--- src/rtl/rr_arb_mux.sv ---
// N-channel valid/ready arbiter (round-robin or forced select) feeding a one-deep output register.
// Latency: 1 cycle from input handshake to out_valid; sustains 1 word/cycle.
// Backpressure: in_ready drops while a held word is stalled by out_ready=0.
module rr_arb_mux #(
    parameter int WIDTH = 8,
    parameter int NCH   = 4,
    parameter int SELW  = $clog2(NCH)
) (
    input  logic                  clk,
    input  logic                  reset,
    input  logic [NCH*WIDTH-1:0]  in_data,
    input  logic [NCH-1:0]        in_valid,
    output logic [NCH-1:0]        in_ready,
    input  logic                  force_en,
    input  logic [SELW-1:0]       force_sel,
    output logic [WIDTH-1:0]      out_data,
    output logic [SELW-1:0]       out_ch,
    output logic                  out_valid,
    input  logic                  out_ready
);

    localparam logic [SELW:0] NCH_W = (SELW+1)'(NCH);

    logic [WIDTH-1:0] out_data_q, out_data_d;
    logic [SELW-1:0]  out_ch_q, out_ch_d;
    logic             out_valid_q, out_valid_d;
    logic [SELW-1:0]  ptr_q, ptr_d;

    logic             load_en;
    logic             grant_vld;
    logic [SELW-1:0]  grant_idx;
    logic [SELW:0]    cand;
    logic [SELW:0]    nxt_ptr;
    logic [WIDTH-1:0] sel_dat;
    logic             xfer;

    assign load_en = !out_valid_q || out_ready;

    always_comb begin
        grant_vld = 1'b0;
        grant_idx = '0;
        cand      = '0;
        if (force_en) begin
            // Out-of-range indices (NCH not a power of two) never grant.
            if (({1'b0, force_sel} < NCH_W) && in_valid[force_sel]) begin
                grant_vld = 1'b1;
                grant_idx = force_sel;
            end
        end else begin
            for (int k = 0; k < NCH; k++) begin
                cand = {1'b0, ptr_q} + (SELW+1)'(k);
                if (cand >= NCH_W) cand = cand - NCH_W;
                if (!grant_vld && in_valid[cand[SELW-1:0]]) begin
                    grant_vld = 1'b1;
                    grant_idx = cand[SELW-1:0];
                end
            end
        end
    end

    always_comb begin
        sel_dat  = '0;
        in_ready = '0;
        for (int i = 0; i < NCH; i++) begin
            if (grant_idx == SELW'(i)) begin
                sel_dat     = in_data[i*WIDTH +: WIDTH];
                in_ready[i] = load_en && grant_vld && !reset;
            end
        end
    end

    assign xfer = load_en && grant_vld && !reset;

    always_comb begin
        out_data_d  = out_data_q;
        out_ch_d    = out_ch_q;
        out_valid_d = out_valid_q;
        ptr_d       = ptr_q;
        nxt_ptr     = {1'b0, grant_idx} + (SELW+1)'(1);
        if (nxt_ptr == NCH_W) nxt_ptr = '0;
        if (xfer) begin
            out_data_d  = sel_dat;
            out_ch_d    = grant_idx;
            out_valid_d = 1'b1;
            ptr_d       = nxt_ptr[SELW-1:0];
        end else if (load_en) begin
            out_valid_d = 1'b0;
        end
    end

    always_ff @(posedge clk) begin
        if (reset) begin
            out_data_q  <= '0;
            out_ch_q    <= '0;
            out_valid_q <= 1'b0;
            ptr_q       <= '0;
        end else begin
            out_data_q  <= out_data_d;
            out_ch_q    <= out_ch_d;
            out_valid_q <= out_valid_d;
            ptr_q       <= ptr_d;
        end
    end

    assign out_data  = out_data_q;
    assign out_ch    = out_ch_q;
    assign out_valid = out_valid_q;

endmodule

--- config.mk ---
export PLATFORM = sky130hd
export DESIGN_NAME = rr_arb_mux
export DESIGN_NICKNAME = d
export VERILOG_FILES = /design/src/rtl/rr_arb_mux.sv
export SDC_FILE = /design/constraint.sdc
export NUM_CORES = 1
export LEC_CHECK = 0
export CAP_MARGIN = 25
export CORE_UTILIZATION = 35
export CTS_CLUSTER_DIAMETER = 120
export DETAILED_ROUTE_END_ITERATION = 6
export GPL_TIMING_DRIVEN = 0
export MAX_ROUTING_LAYER = met4
export PLACE_DENSITY = 0.86
export SETUP_SLACK_MARGIN = 0.1
export SLEW_MARGIN = 20
export SYNTH_ARGS = -nofsm -noshare
export SYNTH_HDL_FRONTEND = slang
export SYNTH_SLANG_ARGS = --single-unit
export TNS_END_PERCENT = 20
--- constraint.sdc ---
create_clock -name clk -period 2.7 [get_ports clk]
set_input_delay 0.27 -clock clk [delete_from_list [all_inputs] [get_ports clk]]
set_output_delay 0.27 -clock clk [all_outputs]
set_load 0.05 [all_outputs]
==> qor.yml, run 1 <==
drt_iter0_markers: 65
combPwrFrac_pct: 54.3
finalMaxSlewViolations: 0
worst_clock_skew_ns: 0.000889
placed_area_mm2: 0.00157
die_w_um: 54.7
crit_slowest_cell: "or4_4"
relSlewSlack_pct: 65.9
async_flop_share_pct: 0
register_area_um2: 262
yosysWarnings: 0
grt_max_degree: 11
syn_inst: 127
final_area_mm2: 0.00165
synth.avg_cell_area_um2: 7.65
synth-xor-area-share_pct: 0
vias: 1252
fp.dieH_um: 54.7
port-buffer-count: 56
final_common_cell: "clkdlybuf4s50_1"
p_int_w: 0.000467
hp-class: "reg -> reg"
ios: 57
hold_viol: 0
overflow: 0
synth.ff_latch_count: 13
cts_buffers: 3
switching_share_pct: 40.6
cp.required_ns: 2.43
synth-seq-area-share_pct: 26.8
yosys.area_share.simple_pct: 27.7
syn_nets: 173
fmax_mhz: 382
fill_cells: 210
total_power_w: 0.000786
synth_area_um2: 971
grt_pass1_wl_um: 4820
dr.pass1.iters: 4
p_clk_share_pct: 15.7
clock-sinks: 13
ant_nets: 0
coreArea_mm2: 0.00254
fin_crit_ns: 2.61
antenna_found_initial: 0
initial_utilization_pct: 38.2
power.leakage_nw: 0.679
arrival_ns: 2.34
antenna_cells: 0
via_per_inst: 5.69
critical_path.cell_chain: "clkdlybuf4s15_2 > or4_4 > nand2_2 > a211oi_1 > a21oi_2 > ha_2 > buf_2 > and3_1 > buf_4"
maxCapViolCount: 0
hold_ws_ns: 0.509
ir_worst_vdd_v: 0.000359
drt-total-wl_um: 3300
drc: 0
switchingPower_w: 0.000319
final_nets: 237
synth_top_family_by_area: "compound AO/OA/AOI/OAI gates"
grt_usage_pct: 23.1
seqPwrFrac_pct: 30.0
htreeDepth: 1
p_per_area_mw_per_mm2: 477
rsz0062_at_grt: "yes"
drive_above_1_share_pct: 16.3
ys.flop_type: "dfxtp_1"
synth_edf_count: 0
final_core_util_pct: 64.8
die_area_mm2: 0.00299
multi_input_area_um2: 662
status: "finished clean"
syn_to_final_growth_pct: 69.8
slowest_delay_ns: 0.56
start_kind: "input pin"
fin_crit_sh_pct: 96.9
synth_compound_area_share_pct: 30.0
muxShareOfSynthArea_pct: 3.35
gp_congestion: 0.911
final_cell_mix: "clkdlybuf4s50_1, nor2_1, dfxtp_1, a21oi_1, a211oi_1"
placementRows: 18
routedWlPerCell_um: 15.0
reg2reg_slack_ns: 0.40
clockBufferDepth: 2
synthAdderAreaFrac_pct: 5.15
setup_violations: 0
clkTransAtPathRegs_ns: 0.08
cts-hold-fix-buffers: 0
ctsRootBufferMaster: "clkbuf_4"
crit_path_end_kind: "output port"
dp_hpwl_um: 2490
insertion_delay_ns: 0.28
crit_type: "in -> out"
grt_pass1_vias: 1095
crit_path_max_fanout: 10
worst_pin_slew_ns: 0.510
cts_tree: "done"
synth.distinct_cells: 33
## metal layers
layer,GRT usage [%],vias to the layer above,wire length [µm]
met5,-,-,0
met4,7.69,0,34
met3,2.78,5,314
met2,38.8,75,1570
met1,28.2,572,1390
li1,-,600,-
## state kept, by name, summed over array words and instances (netlist names)
signal,count
out_data,8
out_valid,1
ptr_q,2
out_ch,2
## power by group through the flow
stage | clock [W] | combinational [W] | sequential (W)
global placement | 0 | 0.000394 | 0.000238
floorplan | 0 | 0.000178 | 0.000310
finish | 0.000123 | 0.000426 | 0.000236
global route | 0.000131 | 0.000459 | 0.000238
detailed placement | 0 | 0.000404 | 0.000240
CTS | 0.000122 | 0.000417 | 0.000235
## worst max-delay path: cells and delay by family
kind                       cells  cell delay [ns]
adders and majority gates      1             0.29
AOI/OAI and AO/OA              2             0.29
and+or+nand+nor                3             0.84
buffers and inverters          3             0.66
## synthesized netlist by cell type (2+ instances only)
cell,n,area [µm²]
nor3_1,9,45.0
nand2_1,6,22.5
and3_1,5,31.3
clkbuf_1,5,18.8
a21oi_1,12,60.1
o21ai_0,3,15.0
inv_1,8,30.0
nor2_1,12,45.0
nor2b_1,10,62.6
a221oi_1,7,61.3
ha_1,4,50.1
o221ai_1,2,17.5
and2_1,2,12.5
dfxtp_1,13,260
mux2_2,2,22.5
a211oi_1,10,75.1
## cell families (layout without fill, tap and decap cells)
group           count (synthesis)  count (layout)
buf+inv                        15              78
flops                          13              13
fa+ha+maj                       4               4
simple gates                   51              51
compound gates                 41              41
mux                             3               3
## final cells by class
type / count / share of cell area [%]
sequential: 13 / 15.9
inverter: 8 / 1.82
multi-input combinational: 99 / 40.1
timing repair buffer: 59 / 34.9
buffer: 7 / 3.41
tap: 30 / 2.28
clock buffer: 4 / 1.59
## timing repair
item                       in CTS  in global routing
setup endpoints to repair      12                 11
buffers inserted                3                  0
hold endpoints to repair        0                  0
pin swaps                       2                  1
gates resized for setup        43                 11
## through the flow
| step | std cells | TNS, ns | worst slack, ns |
|---|---|---|---|
| after global routing | 220 | 0 | 0.00644 |
| after floorplan | 127 | 0 | 0.143 |
| after CTS | 220 | 0 | 0.111 |
| after global placement | 213 | -8.65 | -1.18 |
| after detailed placement | 213 | -10.17 | -1.27 |
| final | 220 | 0 | 0.0850 |
## worst paths after layout
kind / endpoint / cells after the start / startpoint
worst max-delay path: in_ready[2] / 9 / in_valid[0]
worst min-delay path: out_data[2] / 2 / out_data[2]
worst max register to register: out_data[6] / 11 / ptr_q[0]
worst min register to register: out_data[2] / 2 / out_data[2]
No activity file was read; power rests on OpenSTA's default activity.
==> run 2: changes to the inputs <==
ABC_CLOCK_PERIOD_IN_PS = 2700   (was default)
CORE_UTILIZATION = 37   (was 35)
PLACE_DENSITY = 0.9   (was 0.86)
==> run 2 against run 1 <==
Compared with the run above:
- final area is 1.7% higher
- power up 1.9%
- worst hold slack got worse by 0.019 ns
- non-clock buffer count is 1 higher
- highest routed layer unchanged
==> qor.yml, run 2 (synthesis results as in run 1) <==
final_cell_mix: "clkdlybuf4s50_1, nor2_1, dfxtp_1, a21oi_1"
clockBufferDepth: 2
finalMaxSlewViolations: 0
final_core_util_pct: 67.7
ant_nets: 0
worst_pin_slew_ns: 0.508
holdPathEnd: "out_valid"
status: "finished clean"
crit_path_end_kind: "output port"
maxCapViolCount: 0
cts-hold-fix-buffers: 0
port-buffer-count: 56
r2r.worst_path.cells: 10
arrival_ns: 2.35
grt_pass1_wl_um: 4490
drc: 0
register_area_um2: 262
insertion_delay_ns: 0.28
clock-sinks: 13
fmax_mhz: 381
worstHoldStart: "out_valid"
r2r-end: "out_data[1]"
cp.required_ns: 2.43
r2r_start: "ptr_q[1]"
ctsRootBufferMaster: "clkbuf_4"
worst_clock_skew_ns: 0.00213
coreArea_mm2: 0.00248
dr.pass1.iters: 4
fp.dieH_um: 53.2
clkTransAtPathRegs_ns: 0.08
switching_share_pct: 40.8
final_nets: 238
vias: 1227
die_area_mm2: 0.00283
p_per_area_mw_per_mm2: 477
antenna_found_initial: 0
fill_cells: 206
power.leakage_nw: 0.687
p_clk_share_pct: 15.5
setup_violations: 0
combPwrFrac_pct: 55.1
via_per_inst: 5.55
gp_congestion: 0.804
hp-class: "reg -> reg"
fin_crit_sh_pct: 97.1
start_kind: "flop"
drt-total-wl_um: 3320
rsz0062_at_grt: "yes"
placed_area_mm2: 0.00157
final_area_mm2: 0.00168
die_w_um: 53.2
drive_above_1_share_pct: 17.8
min_delay_path_depth: 2
antenna_cells: 0
cts_buffers: 3
overflow: 0
placementRows: 18
switchingPower_w: 0.000327
ios: 57
largest_reg_flops: 8
p_int_w: 0.000474
fin_crit_ns: 2.62
dp_hpwl_um: 2470
grt_usage_pct: 21.9
crit_path_max_fanout: 10
ir_worst_vdd_v: 0.000356
grt_pass1_vias: 956
syn_to_final_growth_pct: 72.8
drt_iter0_markers: 19
hold_viol: 0
grt_max_degree: 11
htreeDepth: 1
seqPwrFrac_pct: 29.4
multi_input_area_um2: 686
reg2reg_slack_ns: 0.17
crit_type: "reg -> out"
relSlewSlack_pct: 66.1
routedWlPerCell_um: 15.0
cts_tree: "done"
final_common_cell: "clkdlybuf4s50_1"
initial_utilization_pct: 39.2
## run 2: cell type report
cell class              count  share of cell area, %
inverters                   8                   1.79
repair buffers             60                   34.2
multi-input cells          99                   40.9
flip-flops and latches     13                   15.6
well taps                  30                   2.24
clock buffers               4                   1.57
plain buffers               7                   3.73
## run 2: timing repair
action,4_1_cts,5_1_grt
endpoints found under the setup margin,12,11
setup buffers,3,1
pin swaps,2,2
resized for setup,48,11
## run 2: worst max-delay path by stage
stage / slack, ns / end / startpoint / cells past startpoint
detailed placement: -1.22 / in_ready[2] / in_valid[0] / 9
CTS: 0.11 / in_ready[3] / in_valid[1] / 11
floorplan: 0.14 / in_ready[2] / in_valid[0] / 7
global route: -0.02 / in_ready[1] / ptr_q[1] / 8
global placement: -1.15 / in_ready[2] / in_valid[0] / 9
finish: 0.08 / in_ready[1] / ptr_q[1] / 8
## run 2: critical path: stages (launching register included)
cell and delay (ns):
dfxtp_1 0.38, nor4_2 0.39, o21ai_0 0.18, nand3_1 0.17, and2_1 0.18, ha_2 0.22
clkbuf_4 0.20, and3_1 0.19, buf_6 0.17
## run 2: power by group through the flow
| stage | Sequential [W] | Clock [W] | Combinational (W) |
|---|---|---|---|
| after floorplan | 0.000310 | 0 | 0.000178 |
| after global placement | 0.000237 | 0 | 0.000394 |
| after detailed placement | 0.000239 | 0 | 0.000407 |
| after CTS | 0.000235 | 0.000121 | 0.000424 |
| after global routing | 0.000238 | 0.000135 | 0.000467 |
| final | 0.000235 | 0.000124 | 0.000441 |
## run 2: per-stage QoR
stage | setup slack (ns) | power, W | TNS, ns | std cells | hold WS (ns)
2_1_floorplan | 0.143 | 0.000488 | 0 | 127 | 0.343
3_3_place_gp | -1.15 | 0.000631 | -8.61 | 213 | 0.468
3_5_place_dp | -1.22 | 0.000646 | -10.12 | 213 | 0.477
4_1_cts | 0.107 | 0.000780 | 0 | 220 | 0.491
5_1_grt | -0.0170 | 0.000839 | -0.0232 | 221 | 0.511
6_report | 0.0787 | 0.000801 | 0 | 221 | 0.490
## run 2: routing by layer
metal  global-route usage (%)  share of wire [%]  vias to the layer above
met1                     30.0                 43                      571
li1                         -                  -                      606
met2                     35.2                 51                       46
met4                     5.26                1.4                        0
met3                    0.862                4.6                        4
met5                        -                  0                        -
==> run 3: changes to the inputs <==
SLEW_MARGIN = default   (was 20)
==> results of run 3 <==
Same layout as run 2: the final DEF is identical, and so are final timing and power.
